$ cat src/rtl/regfile_sb_pkg.sv
// Shared constants and types for the scoreboarded register file.
package regfile_sb_pkg;

  localparam int unsigned REGFILE_DATA_W = 32;
  localparam int unsigned REGFILE_ADDR_W = 5;

  typedef logic [REGFILE_ADDR_W-1:0] reg_addr_t;
  typedef logic [REGFILE_DATA_W-1:0] reg_data_t;

endpackage

$ cat src/rtl/regfile_sb_rdport.sv
// One read port: storage mux with write-first bypass and busy lookup.
module regfile_sb_rdport
  import regfile_sb_pkg::*;
#(
  parameter int unsigned DATA_W = REGFILE_DATA_W,
  parameter int unsigned ADDR_W = REGFILE_ADDR_W,
  localparam int unsigned DEPTH = 1 << ADDR_W
) (
  input  logic [DATA_W-1:0] mem [DEPTH],
  input  logic [DEPTH-1:0]  busy,
  input  logic              we,
  input  logic [ADDR_W-1:0] waddr,
  input  logic [DATA_W-1:0] wdata,
  input  logic [ADDR_W-1:0] raddr,
  output logic [DATA_W-1:0] rdata,
  output logic              rbusy
);

  logic hit;

  // A same-cycle write both supplies the data and retires the pending flag.
  always_comb begin
    hit   = we && (waddr == raddr);
    rdata = hit ? wdata : mem[raddr];
    rbusy = busy[raddr] & ~hit;
  end

endmodule

$ cat src/rtl/regfile_sb.sv
// Multi-read-port register file with write-through bypass and pending-write scoreboard.
// Define REGFILE_SB_ZERO_REG_EN to hardwire register 0 to zero.
module regfile_sb
  import regfile_sb_pkg::*;
#(
  parameter int unsigned DATA_W = REGFILE_DATA_W,
  parameter int unsigned ADDR_W = REGFILE_ADDR_W,
  parameter int unsigned NUM_RD = 2
) (
  input  logic                     clk,
  input  logic                     rst,
  input  logic                     we,
  input  logic [ADDR_W-1:0]        waddr,
  input  logic [DATA_W-1:0]        wdata,
  input  logic                     iss,
  input  logic [ADDR_W-1:0]        iss_addr,
  input  logic [NUM_RD*ADDR_W-1:0] raddr,
  output logic [NUM_RD*DATA_W-1:0] rdata,
  output logic [NUM_RD-1:0]        rbusy,
  output logic [ADDR_W:0]          pend_cnt
);

  localparam int unsigned DEPTH = 1 << ADDR_W;

`ifdef REGFILE_SB_ZERO_REG_EN
  localparam logic ZERO_REG = 1'b1;
`else
  localparam logic ZERO_REG = 1'b0;
`endif

  logic [DATA_W-1:0] mem_q [DEPTH];
  logic [DATA_W-1:0] mem_d [DEPTH];
  logic [DEPTH-1:0]  busy_q;
  logic [DEPTH-1:0]  busy_d;
  logic [ADDR_W:0]   pend_cnt_q;
  logic [ADDR_W:0]   pend_cnt_d;
  logic              we_eff;
  logic              iss_eff;

  // With the zero register enabled, address 0 swallows writes and issues.
  always_comb begin
    we_eff  = we  & ~(ZERO_REG & (waddr    == '0));
    iss_eff = iss & ~(ZERO_REG & (iss_addr == '0));
  end

  // Issue is applied after the write so a same-address issue leaves busy set.
  always_comb begin
    mem_d  = mem_q;
    busy_d = busy_q;
    if (we_eff) begin
      mem_d[waddr]  = wdata;
      busy_d[waddr] = 1'b0;
    end
    if (iss_eff) begin
      busy_d[iss_addr] = 1'b1;
    end
  end

  always_comb begin
    pend_cnt_d = '0;
    for (int unsigned i = 0; i < DEPTH; i++) begin
      pend_cnt_d = pend_cnt_d + (ADDR_W+1)'(busy_d[i]);
    end
  end

  always_ff @(posedge clk) begin
    if (rst) begin
      mem_q      <= '{default: '0};
      busy_q     <= '0;
      pend_cnt_q <= '0;
    end else begin
      mem_q      <= mem_d;
      busy_q     <= busy_d;
      pend_cnt_q <= pend_cnt_d;
    end
  end

  assign pend_cnt = pend_cnt_q;

  for (genvar k = 0; k < NUM_RD; k++) begin : g_rd
    regfile_sb_rdport #(
      .DATA_W (DATA_W),
      .ADDR_W (ADDR_W)
    ) u_rdport (
      .mem   (mem_q),
      .busy  (busy_q),
      .we    (we_eff),
      .waddr (waddr),
      .wdata (wdata),
      .raddr (raddr[k*ADDR_W +: ADDR_W]),
      .rdata (rdata[k*DATA_W +: DATA_W]),
      .rbusy (rbusy[k])
    );
  end

endmodule
$ cat config.mk
export PLATFORM = sky130hd
export DESIGN_NAME = regfile_sb
export DESIGN_NICKNAME = d
export VERILOG_FILES = /design/src/rtl/regfile_sb_pkg.sv /design/src/rtl/regfile_sb_rdport.sv /design/src/rtl/regfile_sb.sv
export SDC_FILE = /design/constraint.sdc
export NUM_CORES = 2
export LEC_CHECK = 0
export BUFFER_PORTS_ARGS = -buffer_cell sky130_fd_sc_hd__buf_2
export CAP_MARGIN = 0
export CORE_MARGIN = 2
export CORE_UTILIZATION = 60
export CTS_CLUSTER_SIZE = 16
export DETAILED_ROUTE_END_ITERATION = 10
export GPL_TIMING_DRIVEN = 1
export HOLD_SLACK_MARGIN = 0.06
export PLACE_DENSITY_LB_ADDON = 0.2
export SYNTH_ARGS = -nofsm -noshare
export SYNTH_HDL_FRONTEND = slang
export SYNTH_SLANG_ARGS = --single-unit
$ cat constraint.sdc
create_clock -name clk -period 8.51 [get_ports clk]
set_input_delay 1.702 -clock clk [delete_from_list [all_inputs] [get_ports clk]]
set_output_delay 1.702 -clock clk [all_outputs]
set_load 0.01 [all_outputs]
==> impl_metrics.tcl <==
set metrics [dict create \
    crit_type "input pin to primary output" \
    nNetsFinal 6383 \
    pwr-share-clk_pct 46.3 \
    worst_pin_slew_ns 1.334 \
    synth_area_leaders "dfxtp_1 (38%), nand2_1 (15%), mux4_2 (12%)" \
    portBuffers 127 \
    period_share_pct 87.51 \
    track_usage_pct 44.94 \
    first_iter_violations 8812 \
    n_fill_cell 7570 \
    clock_latency_ns 0.70 \
    synth_top_area_share_pct 38.11 \
    maxCapViolations 0 \
    num_vias 52500 \
    ys.flop_type "dfxtp_1" \
    dieArea_um2 95430 \
    p_leak_nw 20.40 \
    hp-start "mem_q[116]" \
    final_util_pct 65.76 \
    final_hold_viol_count 0 \
    antenna_left 0 \
    start_kind "input pin" \
    postCtsHoldBufs 0 \
    critPathMaxFanout 47 \
    fp.dieH_um 308.9 \
    pwr-share-comb_pct 9.9 \
    hold_path_depth 2 \
    place_hpwl_um 124300 \
    grt_pass1_vias 49460 \
    pin_count 128 \
    final_cell_mix "nand2_1 (2151), a21oi_1 (1068), dfxtp_1 (1062), mux4_2 (306), mux2i_1 (250)" \
    cts-root-buf "clkbuf_16" \
    grt_max_degree 202 \
    synth_cell_type_count 65 \
    yosysWarnings 0 \
    avgSynthCellArea_um2 8.457 \
    fin_crit_ns 7.447 \
    die-width_um 308.9 \
    wire_per_inst_um 28.57 \
    cts_buffers 112 \
    core_area_um2 91940 \
    finalMaxSlewViolations 0 \
    drive_gt1_share_pct 16.36 \
    via_per_inst 6.864 \
    cts_tree "built" \
    netlist_instances 6597 \
    critPathLaunch "raddr[5]" \
    drc 0 \
    setup_violations 0 \
    grt_antenna_before_repair 25 \
    place_congestion 0.9232 \
    synth-edff-count 0 \
    hold_path.class "flop to flop" \
    grt_first_pass_wirelength_um 318400 \
    switching_share_pct 26.12 \
    fmax_ghz 0.1343 \
    finalSetupTns_ns 0 \
    cts_setup_buffers 0 \
    r2r_cells 19 \
    ys_seq_area_share_pct 38.11 \
    rsz0062_at_grt "no" \
    p_switching_w 0.003008 \
    routed_wl_um 218500 \
    total_power_w 0.01152 \
    cts.sinks 1062 \
    skew_ns 0.01643 \
    cp.required_ns 6.81 \
    p_int_w 0.008508 \
    power_frac_seq_pct 43.8 \
    clockBufferDepth 3 \
    worstPathArrival_ns 5.75 \
    firstDrtPassIters 6 \
    grt-ovfl-total 0 \
    final_common_cell "nand2_1" \
    status "finished clean" \
    max_slew_margin_pct 10.30 \
    path_clk_slew_ns 0.06 \
    netlist_area_um2 55790 \
    syn2layout_area_growth_pct 8.381 \
    fp-row-count 111 \
    ir_worst_vdd_mv 0.1868 \
    cts-resized-gates 0 \
    power_density_nw_per_um2 190.5 \
    timing.rr.start "busy_q[5]" \
    ys_ff_latch 1062 \
    async_flop_share_pct 0 \
    start_util_pct 60.68 \
    synth_top_area_cell "dfxtp_1" \
    h-tree-depth 3 \
    worstSetupEndpointType "primary output" \
    syn_nets 6684 \
]
-- path summary, 6_finish.rpt --
kind | slack [ns] | endpoint
hold / removal | 0.46 | mem_q[116]
setup reg to reg | 3.20 | pend_cnt[4]
hold reg to reg | 0.46 | mem_q[116]
setup / recovery | 1.06 | rdata[51]
-- cells by family (layout without fill, tap and decap cells) --
| family | Yosys count | after routing | share of synthesized area (%) |
|---|---|---|---|
| other | 0 | 13 | 0 |
| multiplexers | 738 | 738 | 20.73 |
| AND/OR/NAND/NOR | 2534 | 2534 | 18.27 |
| XOR/XNOR | 12 | 12 | 0.1884 |
| flip-flops | 1062 | 1062 | 38.11 |
| AO/OA/AOI/OAI | 1498 | 1498 | 15.78 |
| adder cells (fa/ha/maj) | 31 | 31 | 1.018 |
| buffers and inverters | 722 | 517 | 5.910 |
-- critical path, cell delays in order --
cell and delay [ns]:
buf_8 0.39, buf_4 0.71, buf_4 0.71, mux4_2 0.35, nand2_1 0.06, a32o_1 0.32, o31ai_1 1.09, buf_2 0.30
-- stage by stage --
| step | hold slack, ns | instances | setup WS, ns | cell area (um2) |
|---|---|---|---|---|
| floorplan | 0.4413 | 6597 | 1.105 | 55790 |
| global placement | 0.4492 | 7425 | 0.7941 | 56450 |
| detailed placement | 0.4552 | 7425 | 0.7881 | 56450 |
| CTS | 0.4629 | 7635 | 1.486 | 60430 |
| global route | 0.4760 | 7640 | 0.9039 | 60440 |
| finish | 0.4631 | 7648 | 1.063 | 60460 |
-- cell usage after synthesis (all sizes together) (54+ instances only) --
cell type / instances
a211oi: 56
a21oi: 1068
a22o: 54
a22oi: 60
buf: 240
clkbuf: 449
dfxtp: 1062
mux2: 174
mux2i: 250
mux4: 314
nand2: 2181
nor2: 93
nor2b: 98
o22ai: 73
-- registers in the layout, summed over array words and instances, names as in the netlist --
name and cells:
mem_q 1024, busy_q 32, pend_cnt 6
-- final cells by class --
cell class	count	area (um2)	area share [%]
clock inverter	50	654.4	1.082
clock buffer	160	3331	5.509
sequential	1062	21260	35.16
multi-input combinational	4813	31590	52.24
antenna	13	32.53	0.05380
inverter	33	123.9	0.2049
tap	1243	1555	2.572
timing repair buffer	274	1921	3.176
-- routing by layer --
layer  global-route usage, %  part of all wire, %  vias up
met5                       0                0.088        -
met4                   25.68                  6.7       24
met3                   18.30                   17      967
met2                   63.39                   41     4272
met1                   58.13                   35    24870
li1                        -                    -    22370
-- power by group through the flow --
stage	clock network [W]	logic, W	registers (W)
finish	0.00533	0.00115	0.00504
global route	0.00552	0.00117	0.00504
CTS	0.00531	0.00108	0.00504
detailed placement	0	0.00108	0.00515
global placement	0	0.00107	0.00515
floorplan	0	0.000692	0.00514
Power figures use the tool's default switching activity.
